==> src/rtl/mips_ctrl_pkg.sv <==
// Shared encodings for the multicycle MIPS control FSM: states, opcodes and
// datapath mux/ALU select values.
package mips_ctrl_pkg;

   typedef enum logic [3:0] {
      S_IDLE      = 4'd0,
      S_FETCH     = 4'd1,
      S_DECODE    = 4'd2,
      S_MEM_ADDR  = 4'd3,
      S_MEM_READ  = 4'd4,
      S_MEM_WB    = 4'd5,
      S_MEM_WRITE = 4'd6,
      S_R_EXEC    = 4'd7,
      S_R_WB      = 4'd8,
      S_BRANCH    = 4'd9,
      S_JUMP      = 4'd10,
      S_ADDI_EXEC = 4'd11,
      S_ADDI_WB   = 4'd12,
      S_HALT      = 4'd15
   } state_t;

   localparam logic [5:0] OP_RTYPE = 6'h00;
   localparam logic [5:0] OP_LW    = 6'h23;
   localparam logic [5:0] OP_SW    = 6'h2B;
   localparam logic [5:0] OP_BEQ   = 6'h04;
   localparam logic [5:0] OP_J     = 6'h02;
   localparam logic [5:0] OP_ADDI  = 6'h08;

   localparam logic [1:0] ALU_ADD   = 2'b00;
   localparam logic [1:0] ALU_SUB   = 2'b01;
   localparam logic [1:0] ALU_FUNCT = 2'b10;

   localparam logic [1:0] SRCB_B      = 2'b00;
   localparam logic [1:0] SRCB_FOUR   = 2'b01;
   localparam logic [1:0] SRCB_IMM    = 2'b10;
   localparam logic [1:0] SRCB_IMM_SH = 2'b11;

   localparam logic [1:0] PCSRC_ALU    = 2'b00;
   localparam logic [1:0] PCSRC_ALUOUT = 2'b01;
   localparam logic [1:0] PCSRC_JUMP   = 2'b10;

   // Instruction class dispatch out of DECODE; unknown opcodes halt the core.
   function automatic state_t decode_next(input logic [5:0] op);
      case (op)
         OP_RTYPE:     return S_R_EXEC;
         OP_LW, OP_SW: return S_MEM_ADDR;
         OP_BEQ:       return S_BRANCH;
         OP_J:         return S_JUMP;
         OP_ADDI:      return S_ADDI_EXEC;
         default:      return S_HALT;
      endcase
   endfunction

endpackage

==> src/rtl/mem_wait_timer.sv <==
// Counts consecutive stalled memory-wait cycles and flags a timeout on the
// cycle the count reaches MEM_TIMEOUT (MEM_TIMEOUT=0 disables the timeout).
module mem_wait_timer #(
   parameter int MEM_TIMEOUT = 255
) (
   input  logic clock,
   input  logic clear_n,
   input  logic waiting,
   input  logic mem_ready,
   output logic timeout
);

   localparam bit ENABLED = (MEM_TIMEOUT > 0);
   localparam int WW      = (MEM_TIMEOUT > 1) ? $clog2(MEM_TIMEOUT) : 1;
   localparam int LIM_I   = (MEM_TIMEOUT > 0) ? MEM_TIMEOUT - 1 : 0;
   localparam logic [WW-1:0] LIMIT = LIM_I[WW-1:0];

   logic [WW-1:0] count;
   logic          stalled;

   assign stalled = waiting & ~mem_ready;
   // The stored count lags by one: this stalled cycle is the MEM_TIMEOUT-th.
   assign timeout = ENABLED && stalled && (count == LIMIT);

   always_ff @(posedge clock or negedge clear_n) begin
      if (!clear_n) begin
         count <= '0;
      end else if (!ENABLED || !stalled || timeout) begin
         count <= '0;
      end else begin
         count <= count + WW'(1);
      end
   end

endmodule

==> src/rtl/multicycle_control.sv <==
// Control FSM for the multicycle MIPS datapath: sequences fetch/decode/execute/
// memory/writeback, waits on mem_ready, counts cycles and retired fetches.
module multicycle_control
   import mips_ctrl_pkg::*;
#(
   parameter int CNT_WIDTH   = 32,
   parameter int MEM_TIMEOUT = 255
) (
   input  logic                 clock,
   input  logic                 clear_n,
   input  logic                 run,
   input  logic [5:0]           opcode,
   input  logic                 mem_ready,
   output logic                 pc_write,
   output logic                 pc_write_cond,
   output logic                 i_or_d,
   output logic                 mem_read,
   output logic                 mem_write,
   output logic                 ir_write,
   output logic                 mem_to_reg,
   output logic                 reg_dst,
   output logic                 reg_write,
   output logic                 alu_src_a,
   output logic [1:0]           alu_src_b,
   output logic [1:0]           alu_op,
   output logic [1:0]           pc_source,
   output logic [3:0]           state,
   output logic                 halted,
   output logic                 mem_error,
   output logic [CNT_WIDTH-1:0] cycle_count,
   output logic [CNT_WIDTH-1:0] instr_count
);

   state_t cur;
   logic   waiting;
   logic   timeout;

   assign state   = cur;
   assign waiting = (cur == S_FETCH) || (cur == S_MEM_READ) || (cur == S_MEM_WRITE);

   mem_wait_timer #(.MEM_TIMEOUT(MEM_TIMEOUT)) u_wait (
      .clock     (clock),
      .clear_n   (clear_n),
      .waiting   (waiting),
      .mem_ready (mem_ready),
      .timeout   (timeout)
   );

   always_ff @(posedge clock or negedge clear_n) begin
      if (!clear_n) begin
         cur         <= S_IDLE;
         cycle_count <= '0;
         instr_count <= '0;
         mem_error   <= 1'b0;
      end else begin
         if (cur != S_IDLE && cur != S_HALT) cycle_count <= cycle_count + CNT_WIDTH'(1);
         if (cur == S_FETCH && mem_ready)    instr_count <= instr_count + CNT_WIDTH'(1);
         case (cur)
            S_IDLE:      if (run) cur <= S_FETCH;
            S_FETCH: begin
               if (mem_ready) begin
                  cur <= S_DECODE;
               end else if (timeout) begin
                  cur       <= S_HALT;
                  mem_error <= 1'b1;
               end
            end
            S_DECODE:    cur <= decode_next(opcode);
            S_MEM_ADDR: begin
               if (opcode == OP_LW)      cur <= S_MEM_READ;
               else if (opcode == OP_SW) cur <= S_MEM_WRITE;
               else                      cur <= S_HALT;
            end
            S_MEM_READ: begin
               if (mem_ready) begin
                  cur <= S_MEM_WB;
               end else if (timeout) begin
                  cur       <= S_HALT;
                  mem_error <= 1'b1;
               end
            end
            S_MEM_WRITE: begin
               if (mem_ready) begin
                  cur <= S_FETCH;
               end else if (timeout) begin
                  cur       <= S_HALT;
                  mem_error <= 1'b1;
               end
            end
            S_R_EXEC:    cur <= S_R_WB;
            S_ADDI_EXEC: cur <= S_ADDI_WB;
            S_MEM_WB, S_R_WB, S_BRANCH, S_JUMP, S_ADDI_WB: cur <= S_FETCH;
            S_HALT:      cur <= S_HALT;
            default:     cur <= S_HALT;
         endcase
      end
   end

   // Enables decode from the state register only; FETCH also gates on mem_ready.
   always_comb begin
      pc_write      = 1'b0;
      pc_write_cond = 1'b0;
      i_or_d        = 1'b0;
      mem_read      = 1'b0;
      mem_write     = 1'b0;
      ir_write      = 1'b0;
      mem_to_reg    = 1'b0;
      reg_dst       = 1'b0;
      reg_write     = 1'b0;
      alu_src_a     = 1'b0;
      alu_src_b     = SRCB_B;
      alu_op        = ALU_ADD;
      pc_source     = PCSRC_ALU;
      halted        = 1'b0;
      case (cur)
         S_FETCH: begin
            mem_read  = 1'b1;
            alu_src_b = SRCB_FOUR;
            ir_write  = mem_ready;
            pc_write  = mem_ready;
         end
         S_DECODE:    alu_src_b = SRCB_IMM_SH;
         S_MEM_ADDR: begin
            alu_src_a = 1'b1;
            alu_src_b = SRCB_IMM;
         end
         S_MEM_READ: begin
            mem_read = 1'b1;
            i_or_d   = 1'b1;
         end
         S_MEM_WB: begin
            reg_write  = 1'b1;
            mem_to_reg = 1'b1;
         end
         S_MEM_WRITE: begin
            mem_write = 1'b1;
            i_or_d    = 1'b1;
         end
         S_R_EXEC: begin
            alu_src_a = 1'b1;
            alu_op    = ALU_FUNCT;
         end
         S_R_WB: begin
            reg_write = 1'b1;
            reg_dst   = 1'b1;
         end
         S_BRANCH: begin
            alu_src_a     = 1'b1;
            alu_op        = ALU_SUB;
            pc_write_cond = 1'b1;
            pc_source     = PCSRC_ALUOUT;
         end
         S_JUMP: begin
            pc_write  = 1'b1;
            pc_source = PCSRC_JUMP;
         end
         S_ADDI_EXEC: begin
            alu_src_a = 1'b1;
            alu_src_b = SRCB_IMM;
         end
         S_ADDI_WB:   reg_write = 1'b1;
         S_HALT:      halted = 1'b1;
         default: ;
      endcase
   end

endmodule

==> config.mk <==
export PLATFORM = sky130hd
export DESIGN_NAME = multicycle_control
export DESIGN_NICKNAME = d
export VERILOG_FILES = /design/src/rtl/mips_ctrl_pkg.sv /design/src/rtl/mem_wait_timer.sv /design/src/rtl/multicycle_control.sv
export SDC_FILE = /design/constraint.sdc
export NUM_CORES = 1
export LEC_CHECK = 0
export ABC_CLOCK_PERIOD_IN_PS = 2800
export CELL_PAD_IN_SITES_DETAIL_PLACEMENT = 0
export CELL_PAD_IN_SITES_GLOBAL_PLACEMENT = 1
export CORE_AREA = 2 2 76 151
export CTS_CLUSTER_SIZE = 30
export DETAILED_ROUTE_END_ITERATION = 12
export DIE_AREA = 0 0 78 153
export PLACE_DENSITY_LB_ADDON = 0.1
export SLEW_MARGIN = 20
export SYNTH_ARGS = -nofsm -noshare
export SYNTH_HDL_FRONTEND = slang
export SYNTH_HIERARCHICAL = 1
export SYNTH_SLANG_ARGS = --single-unit
==> constraint.sdc <==
create_clock -name clock -period 2.8 [get_ports clock]
set_input_delay 0.28 -clock clock [delete_from_list [all_inputs] [get_ports clock]]
set_output_delay 0.28 -clock clock [all_outputs]
set_load 0.02 [all_outputs]
# ---- Word-level counts from Yosys, hierarchy flattened
# Index checks and enable logic that the tools add are counted.
dict set report op_classes {
  n_addsub 3
  eq_ne 21
  n_bitwise 2
  reduce_logical 19
  n_mux 24
}
# operator count
set ops {}
lappend ops {{$add 32x1->32 const B} 2}
lappend ops {{$pmux 4 s9} 1}
lappend ops {{$mux 4} 7}
lappend ops {{$eq 4x4->1 const B} 6}
lappend ops {{$pmux 4 s5} 1}
lappend ops {{$eq 4x3->1 const B} 4}
lappend ops {{$eq 6x6->1 const B} 2}
lappend ops {{$mux 1} 10}
lappend ops {{$add 8x1->8 const B} 1}
lappend ops {{$eq 4x2->1 const B} 2}
lappend ops {{$eq 8x8->1 const B} 1}
lappend ops {{$mux 8} 1}
lappend ops {{$pmux 2 s2} 2}
lappend ops {{$reduce_or 2->1} 4}
lappend ops {{$eq 6x2->1 const B} 1}
lappend ops {{$eq 6x3->1 const B} 1}
lappend ops {{$eq 6x4->1 const B} 1}
lappend ops {{$logic_not 6->1} 1}
lappend ops {{$pmux 2 s3} 1}
lappend ops {{$reduce_or 3->1} 2}
lappend ops {{$reduce_or 5->1} 1}
lappend ops {{$eq 4x1->1 const B} 1}
lappend ops {{$logic_not 4->1} 1}
lappend ops {{$ne 4x4->1 const B} 1}
lappend ops {{10 further kinds} 14}
dict set report totals {
  regBits 77
  in_bits 10
}

# ---- Longest topological paths before layout
dict set report depth {
  word_depth 8
  ltp_mapped 11
}

# ---- By module
# Netlist, hierarchy kept.
# module cells_each instances area_per_inst_um2
set by_module_without_submodules {}
lappend by_module_without_submodules {multicycle_control 357 1 3580.9}
lappend by_module_without_submodules {mem_wait_timer 40 1 414.1}

# ---- Worst setup path before layout
# OpenSTA, ideal clock, no wires.
dict set report synth_timing {
  path_kind {register to register}
  startpoint {register cur[0], in the netlist state[0]}
  endpoint {register cur[0], in the netlist state[0]}
  n_path_buf 1
  t_arrival_ps 2268
  setup_slack_ps 466
  setup_time_ps 66
  path_stages_with_launch 12
  path_cell_list {dfrtp_1 clkbuf_1 nor2b_1 nand2_1 a21oi_1 nand2b_1 nor3_1 nor2_1 nand2_1 a21boi_0 a311oi_1 o32a_1}
}
dict set report synth_via {
  elab_chain_len 8
  word_cells_on_any_way 24
  cone_classes {13 x eq/ne; 5 x mux; 1 x bitwise; 5 x reduce/logical}
}
# element line_no
set synth_rtl {}
lappend synth_rtl {{from (decl)} multicycle_control.sv:34} ;# state_t cur;
lappend synth_rtl {{from (signal assigned)} multicycle_control.sv:68} ;# S_DECODE: cur <= decode_next(opcode);
lappend synth_rtl {{$eq 4x1->1 / $eq 4x3->1 (equally long branches)} multicycle_control.sv:39} ;# assign waiting = (cur == S_FETCH) || (cur == S_MEM_READ) || (cur == S_MEM_WRITE);
lappend synth_rtl {{$logic_or 1x1->1} multicycle_control.sv:39}
lappend synth_rtl {{$logic_or 1x1->1 (*)} multicycle_control.sv:39}
lappend synth_rtl {{named net waiting} multicycle_control.sv:35} ;# logic waiting;
lappend synth_rtl {{$and 1x1->1 (*)} mem_wait_timer.sv:21} ;# assign stalled = waiting & ~mem_ready;
lappend synth_rtl {{$logic_and 1x1->1 (*)} mem_wait_timer.sv:23} ;# assign timeout = ENABLED && stalled && (count == LIMIT);
lappend synth_rtl {{named net timeout} multicycle_control.sv:36} ;# logic timeout;
lappend synth_rtl {{$mux 4 (*)} n/a}
lappend synth_rtl {{$mux 4 (on tied branches)} n/a}
lappend synth_rtl {{$pmux 4 s9 (*)} multicycle_control.sv:58} ;# case (cur)
# Mark *: on every way through the listed nets, which the timed path passes. The rest lies on a longest branch.
# A chain may end at the register's enable or synchronous reset.

# ---- Final worst setup path
dict set report layout_timing {
  startpoint {register cur[3], in the netlist state[3]}
  endpoint {output reg_dst}
}
dict set report layout_via {
  elab_chain_len 2
}
# element line_no
set layout_rtl {}
lappend layout_rtl {{$eq 4x4->1} multicycle_control.sv:115} ;# case (cur)
lappend layout_rtl {{$mux 1} multicycle_control.sv:115}
lappend layout_rtl {{to (decl)} multicycle_control.sv:21} ;# output logic reg_dst,
# No other way between the ends.

==> flow_summary.toml <==
[critical_path]
cp.required_ns = 2.52
crit_slowest_cell = "clkdlybuf4s50_1"
end_kind = "primary output"
arrival_ns = 2.15
cp-startpoint = "state[3]$_DFFE_PN0P_"
crit_type = "register to primary output"
crit_end = "reg_dst"
rr_worst_depth = 10
worstPathCellList = "nand2b_1, nor3_1, clkdlybuf4s50_1"
path_max_fanout = 14
r2r_setup_slack_ns = 0.59
r2r_end = "state[0]$_DFFE_PN0P_"
reg2reg_from = "state[0]$_DFFE_PN0P_"
critPathMaxStageDelay_ns = 0.67
startpoint_type = "register"

[routing]
drc = 0
firstDrtPassIters = 6
routedWlPerCell_um = 15.5
ant_nets = 0
vias_per_cell = 5.14
vias = 3300
wirelength_um = 9950
drtIter0Drc = 166

[job]
cap_violations = 0

[final_layout]
final_cells = 642
finalNetCount = 511
area_growth_pct = 35.4
n_fill_cell = 1025
drive_above_1_share_pct = 8.37
fin_area_um2 = 5410
diodes = 0

[global_routing]
first_global_vias = 3497
grt_pass1_wl_um = 17100
track_usage_pct = 17.8
grt_max_degree = 78
grt_antenna_before_repair = 0
overflow = 0

[die]
boundaryPins = 96
row_count = 54
dieHeight_um = 153
core-area_um2 = 10800
die_x_um = 78
dieArea_um2 = 11900
initial_utilization_pct = 37.0

[placement]
hpwlAfterDp_um = 7530
port_buffers = 95
place_area_um2 = 5090
gp_congestion = 0.860
dp_cells = 626

[yosys]
ys_ff_latch = 77
synthesis.area_um2 = 4000
synth_edf_count = 0
ys_seq_area_share_pct = 48.2
yosys_most_used_dff = "dfrtp_1"
synth_nets = 411
ys_types = 52
netlist_instances = 397
syn_avg_cell_area_um2 = 10.1
ys.warnings.count = 6
ys_async_sr_fraction_pct = 100

[cts]
root_buffer = "clkbuf_16"
h-tree-depth = 3
insertion_delay_ns = 0.33
cts_hold_buf = 0
cts_resized = 0
cts_buffer_depth = 2
cts.clk_slew.worst_paths_ns = 0.06
cts_tree = "done"
cts_sinks = 77
cts_made_buffers = 9
cts_setup_buffers = 0

[sta]
period_needed_ns = 2.43
min_period_over_period_pct = 86.7
rsz0062_at_grt = "false"
fmax_ghz = 0.412
hold_violations = 34
clock_skew_ns = 0.00687
fin_tns_setup_ns = 0
relSlewSlack_pct = 53.2
tightestPinTransition_ns = 0.702
setup_violations = 0
timing.final.max_slew_violations = 0
hold_ws_ns = -0.0447

[pwr]
cellLeakagePower_nw = 2.30
fin_total_pwr_mw = 4.18
vdd_drop_max_uv = 459
cellPowerDensity_nw_per_um2 = 773

[min_path]
hold_class = "input port to asynchronous set/reset pin"

[status]
violations = "negative hold slack"
status = "finished, violations left"
-- cells by family (layout without fill, tap and decap cells) --
kind of cell,Yosys count,count (layout),share of synthesized area [%]
buf+inv,22,127,2.76
fa+ha+maj,4,4,1.25
simple gates,189,189,27.1
flops,77,77,48.2
compound gates,41,41,6.64
xor+xnor,64,64,14.0
-- per-layer routing --
layer	track usage [%]	wire [um]	vias to the layer above
li1	-	-	1593
met1	20.3	3860	1608
met2	31.8	5480	81
met3	3.07	322	18
met4	7.94	289	0
met5	0	0	-
-- power breakdown --
group          leakage, nW  internal (mW)  switching (mW)
registers             1.05           1.23           0.202
logic                 1.10          0.691           0.861
clock network        0.148          0.738           0.454
-- cell usage after synthesis, types with 3 or more instances --
| library cell | count | area share, % |
|---|---|---|
| o21ai_0 | 7 | 0.88 |
| a21oi_1 | 13 | 1.6 |
| nand2b_1 | 10 | 1.6 |
| and3_1 | 15 | 2.3 |
| nand3_1 | 28 | 3.5 |
| xnor2_1 | 44 | 9.6 |
| nand2_1 | 33 | 3.1 |
| nor3_1 | 13 | 1.6 |
| nor2_1 | 39 | 3.7 |
| xor2_1 | 20 | 4.4 |
| nor2b_1 | 3 | 0.47 |
| dfrtp_1 | 77 | 48 |
| or2_2 | 3 | 0.47 |
| a31oi_1 | 3 | 0.47 |
| inv_1 | 7 | 0.66 |
| and2_1 | 3 | 0.47 |
| and4_1 | 5 | 1.1 |
| buf_2 | 4 | 0.50 |
| or4_1 | 4 | 0.75 |
| ha_1 | 4 | 1.3 |
| nand4_1 | 17 | 2.7 |
| clkbuf_1 | 4 | 0.38 |
| o211ai_1 | 4 | 0.75 |
-- final cells by class --
| type | count | area (um^2) | area share [%] |
|---|---|---|---|
| clock inverter | 5 | 58.8 | 1.09 |
| inverter | 9 | 33.8 | 0.624 |
| multi-input combinational | 298 | 1960 | 36.2 |
| timing repair buffer | 102 | 1000 | 18.6 |
| sequential | 77 | 1930 | 35.6 |
| tap | 140 | 175 | 3.24 |
| clock buffer | 11 | 253 | 4.67 |
-- registers in the layout, summed over array words and instances, names as in the netlist --
register / cells
cycle_count: 32
u_wait/count: 8
mem_error: 1
state: 4
instr_count: 32
-- worst min path at each step --
stage	start	endpoint	slack, ns
floorplan	clear_n	cycle_count[0]$_DFFE_PN0P_	-0.02
global placement	cycle_count[31]$_DFFE_PN0P_	cycle_count[31]$_DFFE_PN0P_	0.46
detailed placement	instr_count[31]$_DFFE_PN0P_	instr_count[31]$_DFFE_PN0P_	0.47
CTS	clear_n	cycle_count[14]$_DFFE_PN0P_	0.15
global route	clear_n	cycle_count[14]$_DFFE_PN0P_	0.03
finish	clear_n	cycle_count[18]$_DFFE_PN0P_	-0.04
-- worst max-delay path, delay by kind of cell, from the launching register on --
kind | cells | cell delay [ns]
simple gates | 2 | 0.50
buf+inv | 1 | 0.67
flops | 1 | 0.64
-- placed cells by master, fill, tap and decap left out, drive strengths merged, types with 2 or more instances in the layout --
master,netlist,layout
a211oi,2,2
a21oi,13,13
a31oi,3,3
and2,3,3
and3,16,16
and4,5,5
buf,9,8
clkbuf,4,11
clkdlybuf4s50,0,94
clkinv,0,2
clkinvlp,0,2
dfrtp,77,77
ha,4,4
inv,9,9
nand2,33,33
nand2b,10,10
nand3,29,29
nand4,21,21
nor2,40,40
nor2b,3,3
nor3,14,14
nor4,4,4
nor4b,2,2
o211ai,4,4
o21ai,7,7
o32a,2,2
or2,4,4
or4,4,4
xnor2,44,44
xor2,20,20
-- stage by stage --
step / worst slack [ns] / util [%]
floorplan: 0.466 / -
global placement: 0.608 / 47.1
global route: 0.255 / 50.0
finish: 0.373 / 50.0
CTS: 0.349 / 50.0
detailed placement: 0.535 / 47.1
(Power assumes the default switching activity.)
